===== config.mk =====
export PLATFORM = sky130hd
export DESIGN_NAME = adc_conv_ctrl
export DESIGN_NICKNAME = d
export VERILOG_FILES = /design/src/rtl/adc_pkg.sv /design/src/rtl/adc_therm2bin.sv /design/src/rtl/adc_conv_ctrl.sv
export SDC_FILE = /design/constraint.sdc
export NUM_CORES = 1
export LEC_CHECK = 0
export ABC_AREA = 1
export CORE_MARGIN = 5
export CORE_UTILIZATION = 49
export CTS_CLUSTER_DIAMETER = 120
export DETAILED_ROUTE_END_ITERATION = 16
export PLACE_DENSITY = 0.74
export RECOVER_POWER = 25
export SLEW_MARGIN = 5
export SYNTH_ARGS = -nofsm -noshare
export SYNTH_HDL_FRONTEND = slang
export SYNTH_SLANG_ARGS = --single-unit

===== constraint.sdc =====
create_clock -name clk -period 7.4 [get_ports clk]
set_clock_uncertainty 0.15 [all_clocks]
set_input_delay 1.11 -clock clk [delete_from_list [all_inputs] [get_ports clk]]
set_output_delay 1.11 -clock clk [all_outputs]
set_load 0.03 [all_outputs]

===== src/rtl/adc_pkg.sv =====
// Shared widths, FSM state encoding and decoder result type for the
// thermometer-code ADC conversion controller.
package adc_pkg;
    localparam int THERM_W = 15;
    localparam int CODE_W  = 4;

    typedef enum logic [2:0] {
        S_IDLE,
        S_STROBE,
        S_SETTLE,
        S_SAMPLE,
        S_DONE
    } state_t;

    typedef struct packed {
        logic [CODE_W-1:0] val;
        logic              bubble;
    } therm_dec_t;
endpackage


===== src/rtl/adc_therm2bin.sv =====
// Thermometer-to-binary decoder: value is the zero count, bubble flags any
// one bit sitting directly below a zero bit.
module adc_therm2bin
    import adc_pkg::*;
(
    input  logic [THERM_W-1:0] y,
    output therm_dec_t         dec
);

    logic [CODE_W-1:0] ones;

    always_comb begin
        ones = '0;
        for (int i = 0; i < THERM_W; i++)
            ones = ones + CODE_W'(y[i]);
        dec.val    = CODE_W'(THERM_W) - ones;
        dec.bubble = |(y[THERM_W-2:0] & ~y[THERM_W-1:1]);
    end

endmodule


===== src/rtl/adc_conv_ctrl.sv =====
// Conversion sequencer: strobe, settle, sample repeated 2^AVG_LOG2 times,
// then a rounded average is held until the consumer accepts it.
module adc_conv_ctrl
    import adc_pkg::*;
#(
    parameter int SETTLE_CYC = 2,
    parameter int AVG_LOG2   = 2
) (
    input  logic               clk,
    input  logic               rst,
    input  logic               start,
    input  logic               abort,
    input  logic [THERM_W-1:0] Y,
    output logic               comp_en,
    output logic               busy,
    output logic [CODE_W-1:0]  code,
    output logic               out_valid,
    input  logic               out_ready,
    output logic               out_err,
    output logic [7:0]         err_cnt
);

    localparam int ACC_W = CODE_W + AVG_LOG2;
    localparam int CNT_W = (AVG_LOG2 > 0) ? AVG_LOG2 : 1;
    localparam logic [CNT_W-1:0] LAST = CNT_W'((1 << AVG_LOG2) - 1);
    // Half an LSB of the averaged result; zero when no averaging is done.
    localparam logic [ACC_W:0]   HALF = (ACC_W + 1)'((1 << AVG_LOG2) >> 1);

    state_t           state;
    logic [ACC_W-1:0] acc;
    logic [ACC_W-1:0] sum_nxt;
    logic [CNT_W-1:0] smp_cnt;
    logic [3:0]       set_cnt;
    logic             conv_err;
    therm_dec_t       dec;

    adc_therm2bin u_dec (
        .y   (Y),
        .dec (dec)
    );

    assign sum_nxt = acc + ACC_W'(dec.val);
    assign busy    = (state != S_IDLE);

    always_ff @(posedge clk) begin
        if (rst) begin
            state     <= S_IDLE;
            comp_en   <= 1'b0;
            out_valid <= 1'b0;
            out_err   <= 1'b0;
            code      <= '0;
            err_cnt   <= '0;
            acc       <= '0;
            smp_cnt   <= '0;
            set_cnt   <= '0;
            conv_err  <= 1'b0;
        end else begin
            comp_en <= 1'b0;
            // Abort beats every other transition, including the DONE handshake.
            if (abort && state != S_IDLE) begin
                state     <= S_IDLE;
                out_valid <= 1'b0;
            end else begin
                case (state)
                    S_IDLE: begin
                        if (start && !abort) begin
                            state    <= S_STROBE;
                            comp_en  <= 1'b1;
                            acc      <= '0;
                            smp_cnt  <= '0;
                            conv_err <= 1'b0;
                        end
                    end
                    S_STROBE: begin
                        set_cnt <= '0;
                        state   <= (SETTLE_CYC == 0) ? S_SAMPLE : S_SETTLE;
                    end
                    S_SETTLE: begin
                        if (set_cnt == 4'(SETTLE_CYC - 1))
                            state <= S_SAMPLE;
                        else
                            set_cnt <= set_cnt + 4'd1;
                    end
                    S_SAMPLE: begin
                        acc <= sum_nxt;
                        if (dec.bubble) begin
                            conv_err <= 1'b1;
                            if (err_cnt != 8'hFF)
                                err_cnt <= err_cnt + 8'd1;
                        end
                        if (smp_cnt == LAST) begin
                            state     <= S_DONE;
                            out_valid <= 1'b1;
                            code      <= CODE_W'(({1'b0, sum_nxt} + HALF) >> AVG_LOG2);
                            out_err   <= conv_err | dec.bubble;
                        end else begin
                            smp_cnt <= smp_cnt + CNT_W'(1);
                            state   <= S_STROBE;
                            comp_en <= 1'b1;
                        end
                    end
                    S_DONE: begin
                        if (out_ready) begin
                            state     <= S_IDLE;
                            out_valid <= 1'b0;
                        end
                    end
                    default: state <= S_IDLE;
                endcase
            end
        end
    end

endmodule


[Word-level counts from Yosys, hierarchy flattened]
Cells that the tools add are included.
W data, S select, Z words.
Word-level totals
  register bits after elaboration: 31
  logic and storage cells: 87
Operators by class
  muxes and demuxes: 21
  bitwise operators: 4
  reduce and logical (&&, ||, !) cells: 18
  equal/unequal tests: 14
  add/subtract/negate cells: 20
Operators with widths (number)
  $add A4 B1 Y4: 13
  $pmux W3 S5: 1
  $reduce_and A3 Y1: 5
  $and A14 B14 Y14: 1
  $ne A2 B2 Y1 const B: 7
  $not A14 Y14: 1
  $reduce_or A14 Y1: 1
  $mux W3: 4
  $pmux W6 S2: 1
  $reduce_and A4 Y1: 3
  $add A8 B1 Y8 const B: 1
  $ne A8 B8 Y1 const B: 1
  $pmux W4 S2: 1
  $add A6 B2 Y6 const B: 1
  $add A6 B4 Y6: 1
  $eq A3 B2 Y1 const B: 2
  $mux W1: 6
  $mux W6: 1
  $pmux W1 S2: 3
  $reduce_bool A2 Y1: 3
  $add A4 B1 Y4 const B: 1
  $eq A4 B1 Y1 const B: 1
  $mux W2: 2
  $mux W4: 1
  other kinds (14): 15

[Logic depth before layout (Yosys ltp)]
Gate-level depths: netlist (run 1).
  word-level depth: 17
  mapped depth: 24

[By module]
A second synthesis (run 1) with hierarchy kept.
Second synthesis, totals
  cell total of the unflattened synthesis: 342
  area total of the unflattened synthesis: 2389.8 um2
Modules (own cells, without submodules)
  adc_conv_ctrl: instances 1, cells each 253, area an instance 1770.4 um2
  adc_therm2bin: instances 1, cells each 89, area an instance 619.3 um2

[Worst setup path after synthesis (run 1)]
OpenSTA, ideal clock, no wires.
  path kind: input to register
  start point: input port Y[4]
  end point: register code[3]
  data required time: 7.141 ns
  cell stages on the path: 23
  path slack: 1.748 ns
  setup time: 0.109 ns
  data arrival time: 5.394 ns
  cells stage by stage: fa_1 inv_1 fa_1 inv_1 ha_1 fa_1 fa_1 ha_1 inv_1 ha_1 a21oi_1 o21ai_0 xor2_1 ha_1 or2_2 nand3_1 nand2_1 inv_1 nor2_1 nand2_1 nand3_1 nand2_1 inv_1
On the way
  cells in the longest elaborated chain, start to end: 14
Ends and longest elaborated chain
  from (decl): line adc_conv_ctrl.sv:13  | input logic [THERM_W-1:0] Y,
  $add A4 B1 Y4 (11 in series): line adc_therm2bin.sv:15  | ones = ones + CODE_W'(y[i]);
  $sub A4 B4 Y4: line adc_therm2bin.sv:16  | dec.val = CODE_W'(THERM_W) - ones;
  $add A6 B4 Y6: line adc_conv_ctrl.sv:42  | assign sum_nxt = acc + ACC_W'(dec.val);
  $add A6 B2 Y6: line adc_conv_ctrl.sv:94  | code <= CODE_W'(({1'b0, sum_nxt} + HALF) >> AVG_LOG2);
  to (signal assigned): line adc_conv_ctrl.sv:94
  to (decl): line adc_conv_ctrl.sv:16  | output logic [CODE_W-1:0] code,
No other way between the ends.
A chain may end at the register's enable or synchronous reset.

[Worst setup path in the final report (run 1)]
Ends and elaborated chain as after synthesis.

==> impl_metrics.env, run 1 <==
export IMPL_status="finished, final reports clean"
export IMPL_die_y_um=79.1
export IMPL_min_to="out_valid$_SDFFE_PP0P_"
export IMPL_synth_area_um2=2340
export IMPL_r2r_cells=10
export IMPL_final_min_clock_period_ns=6.04
export IMPL_cp_arrival_ns=6.08
export IMPL_fin_crit_sh_pct=81.6
export IMPL_finalSetupViolations=0
export IMPL_grt_usage_pct=15.1
export IMPL_avgViaCountPerCell=4.98
export IMPL_r2r_start="acc[0]$_SDFFE_PP0P_"
export IMPL_h_tree_depth=2
export IMPL_crit_chain="clkdlybuf4s50_1, fa_1, inv_1, fa_1, inv_1, ha_1, fa_1, fa_1, ha_1, inv_1, ha_1, a21oi_1, o21ai_0, xor2_1, ha_1, or2_2, nand3_1, nand2_1, inv_1, nor2_1, nand2_1, nand3_1, nand2_1, inv_1"
export IMPL_gp_congestion=0.791
export IMPL_vias=2087
export IMPL_ys_seq_area_share_pct=26.6
export IMPL_hp_start="out_valid$_SDFFE_PP0P_"
export IMPL_clk_pin_slew_ns=0.06
export IMPL_antenna_found_initial=0
export IMPL_dieArea_um2=6250
export IMPL_grt_overflow_total=0
export IMPL_area_delta_synth_final_pct=20.6
export IMPL_grt_max_degree=22
export IMPL_synthesis_nets=378
export IMPL_ctsHoldBuffers=0
export IMPL_drc_errors=0
export IMPL_fp_dieW_um=79.1
export IMPL_synthFlopType="dfxtp_1"
export IMPL_synthMostInstantiatedCell="nand2_1"
export IMPL_tns_ns=0
export IMPL_yosys_warnings=0
export IMPL_p_seq_share_pct=23.4
export IMPL_num_rows=25
export IMPL_routedWlPerCell_um=10.8
export IMPL_synth_top_area_share_pct=26.6
export IMPL_synth_area_leader_cell="dfxtp_1"
export IMPL_hp_class="reg -> reg"
export IMPL_cts_buffers=5
export IMPL_dp_hpwl_um=3650
export IMPL_synth_distinct_cells=28
export IMPL_num_antenna_cells=0
export IMPL_drive_above_1_share_pct=5.21
export IMPL_drt_initial_drc_count=47
export IMPL_crit_required_ns=7.44
export IMPL_cpPeakStageDelay_ns=0.58
export IMPL_cts_buffer_depth=2
export IMPL_io_buffer_count=35
export IMPL_synth_area_leaders="dfxtp_1 (27%), ha_1 (13%), nand2_1 (13%)"
export IMPL_holdWs_ns=0.314
export IMPL_switching_share_pct=44.2
export IMPL_grt_pass1_wl_um=7580
export IMPL_ys_top_cells_by_count="nand2_1 (81), inv_1 (49), dfxtp_1 (31), nand3_1 (31), a21oi_1 (27)"
export IMPL_relSlewSlack_pct=34.1
export IMPL_cpMostUsedCell="inv_1"
export IMPL_core_um2=4690
export IMPL_first_pass_iters=4
export IMPL_r2r_end="code[1]$_SDFFE_PP0P_"
export IMPL_critPathMaxFanout=7
export IMPL_p_clk_share_pct=16.9
export IMPL_powerDensity_nw_per_um2=265
export IMPL_tritoncts="built"
export IMPL_ios=36
export IMPL_cp_end_kind="register"
export IMPL_worstMarginPinSlew_ns=0.988
export IMPL_post_cts_setup_buffers=0
export IMPL_clkSinkCount=31
export IMPL_finalHoldViolCount=0
export IMPL_switchingPower_mw=0.330
export IMPL_first_global_vias=1779
export IMPL_peakVddDrop_uv=127
export IMPL_insertion_delay_ns=0.28
export IMPL_p_leak_nw=1.24
export IMPL_synth_edff_count=0
export IMPL_combPwrFrac_pct=59.7
export IMPL_maxCapViolations=0
export IMPL_path_class="in -> reg"
export IMPL_async_reset_ff_share_pct=0
export IMPL_clock_root_buffer="clkbuf_8"
export IMPL_post_cts_resized=0
export IMPL_slew_violations=0
export IMPL_cpMaxStageDelayCell="fa_1"
export IMPL_syn_inst=324
export IMPL_ys_ff_latch=31
export IMPL_start_util_pct=49.8
export IMPL_syn_avg_cell_area_um2=7.21
export IMPL_nNetsFinal=418
export IMPL_fmax_ghz=0.166
export IMPL_cp_start_kind="input pin"
export IMPL_finalWirelength_um=4530
export IMPL_min_path_cells=2
export IMPL_antenna_left=0
export IMPL_reg2reg_slack_ns=5.11
export IMPL_rsz0062_at_grt="no"
export IMPL_p_int_mw=0.417
routing by layer:
layer / global-route usage, % / wire length, um
met4: 5.15 / 63
met1: 19.7 / 2150
met3: 4.08 / 133
met2: 24.0 / 2190
met5: 0 / 0
logic make-up (layout without fill, tap and decap cells):
group,count (synthesis),in the layout,share of synthesized area (%)
AO/OA/AOI/OAI,48,48,11.8
XOR/XNOR,12,12,4.50
adder cells (fa/ha/maj),34,34,21.1
buffers and inverters,54,95,9.26
flip-flops,31,31,26.6
AND/OR/NAND/NOR,145,145,26.8
worst max-delay path: cells and delay by family:
family / cells / cell delay [ns]
AND/OR/NAND/NOR: 7 / 0.71
buffers and inverters: 6 / 0.71
XOR/XNOR: 1 / 0.18
adder cells (fa/ha/maj): 8 / 3.10
AO/OA/AOI/OAI: 2 / 0.27
cell type report:
type	count	area (um^2)
clock buffer	7	76.3
clock inverter	1	5.00
fill	446	1870
inverter	51	198
multi-input combinational	239	1500
sequential	31	621
tap	54	67.6
timing repair buffer	36	354
state kept, by name, indices dropped and copies added, names as in the netlist:
register,count
err_cnt,8
comp_en,1
out_valid,1
acc,6
code,4
conv_err,1
smp_cnt,2
state,3
set_cnt,4
out_err,1
cell usage in the layout (no fill, tap or decap), drive strengths merged:
cell type      netlist  final
nor3                 2      2
ha                  25     25
nand3b               1      1
fa                   9      9
xor2                 5      5
or2                  1      1
clkbuf               2      8
nand2               85     85
o21a                 2      2
xnor2                7      7
a2bb2oi              1      1
nand4                1      1
a21oi               30     30
nor2                24     24
clkinv               1      1
nand3               31     31
o21ai               13     13
o211ai               2      2
clkinvlp             0      1
dfxtp               31     31
inv                 50     50
clkdlybuf4s50        0     33
dlygate4sd3          0      2
worst max path at each step:
stage               slack (ns)              endpoint  start  depth (start not counted)
floorplan                 1.75  code[3]$_SDFFE_PP0P_   Y[4]                         23
global placement          1.13  code[1]$_SDFFE_PP0P_   Y[4]                         18
detailed placement        1.05  code[3]$_SDFFE_PP0P_   Y[4]                         24
CTS                       1.35  code[3]$_SDFFE_PP0P_   Y[4]                         24
global route              1.10  code[3]$_SDFFE_PP0P_   Y[7]                         24
finish                    1.36  code[3]$_SDFFE_PP0P_   Y[4]                         24
power by group through the flow:
stage	logic, mW	registers (mW)	clock network [mW]
after floorplan	0.348	0.179	0
after global placement	0.440	0.178	0
after detailed placement	0.447	0.178	0
after CTS	0.451	0.175	0.131
after global routing	0.516	0.175	0.138
final	0.445	0.175	0.126
stage by stage:
stage / cell area [um^2] / instances / power, mW / util [%] / setup WS (ns)
after floorplan: 2340 / 324 / 0.528 / - / 1.75
after global placement: 2750 / 411 / 0.618 / 58.6 / 1.13
after detailed placement: 2750 / 411 / 0.625 / 58.6 / 1.05
after CTS: 2830 / 419 / 0.757 / 60.3 / 1.35
after global routing: 2820 / 419 / 0.829 / 60.1 / 1.10
final: 2820 / 419 / 0.746 / 60.1 / 1.36
(Power assumes the default switching activity.)
==> inputs of run 2 (changes only) <==
PLACE_DENSITY = 0.77   (was 0.74)
clock period = 5.1 ns   (was 7.4 ns; I/O delays follow)
==> run 2 against run 1 <==
Net effect: core utilization increased by 8.4 points; largest power group unchanged; sequential power increased by 45%; critical path type unchanged; highest routed layer unchanged; largest cell class unchanged; die area unchanged; sequential cell count unchanged; hold slack got worse by 0.0022 ns; critical path depth decreased by 6; non-clock buffer count increased by 20.
==> impl_metrics.env, run 2 (synthesis gave the netlist of run 1 again) <==
export IMPL_gp_congestion=0.901
export IMPL_dp_hpwl_um=3780
export IMPL_finalWirelength_um=5100
export IMPL_fmax_ghz=0.202
export IMPL_drt_initial_drc_count=100
export IMPL_core_um2=4690
export IMPL_multi_input_area_um2=1690
export IMPL_r2r_start="acc[0]$_SDFFE_PP0P_"
export IMPL_path_class="in -> reg"
export IMPL_reg2reg_slack_ns=3.10
export IMPL_antenna_found_initial=0
export IMPL_grt_pass1_wl_um=9000
export IMPL_critPathLaunch="Y[4]"
export IMPL_cpPeakStageDelay_ns=0.56
export IMPL_routedWlPerCell_um=11.6
export IMPL_cp_end_kind="register"
export IMPL_grt_max_degree=21
export IMPL_num_rows=25
export IMPL_final_core_util_pct=68.5
export IMPL_min_path_cells=2
export IMPL_regArea_um2=621
export IMPL_slew_violations=0
export IMPL_regMostFlops="err_cnt"
export IMPL_cp_num_buf_inv=5
export IMPL_first_pass_iters=4
export IMPL_cts_buffers=5
export IMPL_largest_register_ff_count=8
export IMPL_powerDensity_nw_per_um2=484
export IMPL_rsz0062_at_grt="yes"
export IMPL_finalSetupViolations=0
export IMPL_drive_above_1_share_pct=21.6
export IMPL_clk_pin_slew_ns=0.07
export IMPL_crit_required_ns=5.13
export IMPL_clkSinkCount=31
export IMPL_min_to="out_valid$_SDFFE_PP0P_"
export IMPL_start_util_pct=49.8
export IMPL_critPathMaxFanout=3
export IMPL_clock_root_buffer="clkbuf_8"
export IMPL_hp_start="out_valid$_SDFFE_PP0P_"
export IMPL_grt_usage_pct=17.8
export IMPL_final_min_clock_period_ns=4.96
export IMPL_area_delta_synth_final_pct=37.5
export IMPL_avgViaCountPerCell=4.92
export IMPL_cts_buffer_depth=2
export IMPL_antenna_left=0
export IMPL_nNetsFinal=438
export IMPL_top_regs="err_cnt: 8 flops, acc: 6 flops"
export IMPL_cp_top_family="adder cells"
export IMPL_r2r_end="code[1]$_SDFFE_PP0P_"
export IMPL_grt_overflow_total=0
export IMPL_cpMostUsedCell="inv_1"
export IMPL_cp_start_kind="input pin"
export IMPL_cp_arrival_ns=4.99
export IMPL_status="finished, final reports clean"
export IMPL_power_mw=1.56
export IMPL_relSlewSlack_pct=65.3
export IMPL_fin_ws_ns=0.143
export IMPL_h_tree_depth=2
export IMPL_fillers=392
export IMPL_r2r_cells=10
export IMPL_peakVddDrop_uv=255
export IMPL_drc_errors=0
export IMPL_worstMarginPinSlew_ns=0.515
export IMPL_maxCapViolations=0
export IMPL_finalHoldViolCount=0
export IMPL_dieArea_um2=6250
export IMPL_num_antenna_cells=0
export IMPL_ios=36
export IMPL_tritoncts="built"
export IMPL_insertion_delay_ns=0.28
export IMPL_tns_ns=0
export IMPL_fp_dieW_um=79.1
export IMPL_first_global_vias=2187
export IMPL_fin_crit_sh_pct=97.2
export IMPL_vias=2161
export IMPL_p_leak_nw=1.41
export IMPL_pre_cts_slack_ns=-0.683
export IMPL_crit_chain="buf_8, fa_1, inv_1, fa_1, inv_1, ha_2, fa_2, ha_1, ha_4, fa_1, fa_2, inv_1, ha_1, nand3b_1, nand2_1, nand2_1, o211ai_1, inv_1"
export IMPL_die_y_um=79.1
export IMPL_io_buffer_count=35
export IMPL_cp_num_cells=18
export IMPL_final_common_cell="nand2_1"
export IMPL_cpMaxStageDelayCell="fa_1"
export IMPL_most_common_layout_cells="nand2_1 (75), inv_1 (42), dfxtp_1 (31), nand3_1 (25)"
export IMPL_hp_class="reg -> reg"
==> run 2: changes by cell type in the layout (fill, tap and decap cells not counted), moves of 5 or more <==
cell / previous run / this run
clkdlybuf4s50_1: 33 / 24
nand3_1: 31 / 25
nand2_2: 2 / 7
inv_2: 0 / 7
ha_1: 25 / 17
inv_1: 49 / 42
nand3_2: 0 / 5
buf_4: 0 / 19
ha_4: 0 / 7
nand2_1: 82 / 75
==> run 2: power breakdown <==
part | switching [mW] | total [mW] | internal, mW | leakage, nW
Clock | 0.0909 | 0.249 | 0.158 | 0.0612
Sequential | 0.00429 | 0.253 | 0.249 | 0.250
Combinational | 0.533 | 1.05 | 0.521 | 1.10
Total | 0.628 | 1.56 | 0.928 | 1.41
==> run 2: cell type report <==
class	instances	share of cell area [%]
multi-input cells	239	52.7
repair buffers	56	15.9
clock buffers	6	2.57
inverters	51	6.27
flip-flops and latches	31	19.3
clock inverters	2	1.09
well taps	54	2.10
==> run 2: metrics by stage <==
step / area, um^2 / hold slack [ns] / std cells
final: 3210 / 0.312 / 439
after global routing: 3210 / 0.339 / 439
after CTS: 3100 / 0.314 / 439
after detailed placement: 2910 / 0.305 / 429
after global placement: 2910 / 0.299 / 429
after floorplan: 2360 / 0.287 / 324
==> run 2: worst max-delay path by stage <==
stage | endpoint | slack, ns
after global routing | code[3]$_SDFFE_PP0P_ | -0.06
after detailed placement | code[1]$_SDFFE_PP0P_ | -0.68
after floorplan | code[3]$_SDFFE_PP0P_ | -0.006
after CTS | code[2]$_SDFFE_PP0P_ | 0.004
final | code[1]$_SDFFE_PP0P_ | 0.14
after global placement | code[2]$_SDFFE_PP0P_ | -0.63
==> run 2: worst min-delay path, delay by kind of cell, from the launching register on <==
family          cells  cell delay [ns]
flops               1             0.31
simple gates        1             0.06
compound gates      1             0.05
==> run 2: routing by layer <==
metal	up-vias	wire [um]	GRT usage, %
li1	1158	-	-
met1	968	2330	21.3
met2	26	2550	31.3
met3	9	135	3.40
met4	0	89	6.70
met5	-	0	0
==> run 2: timing repair <==
item                                   CTS  global route
hold buffers                             0             0
gates resized for setup                 31            34
setup endpoints to repair                8             6
pin swaps                               14            20
endpoints found under the hold margin    0             0
buffers inserted                         2             0
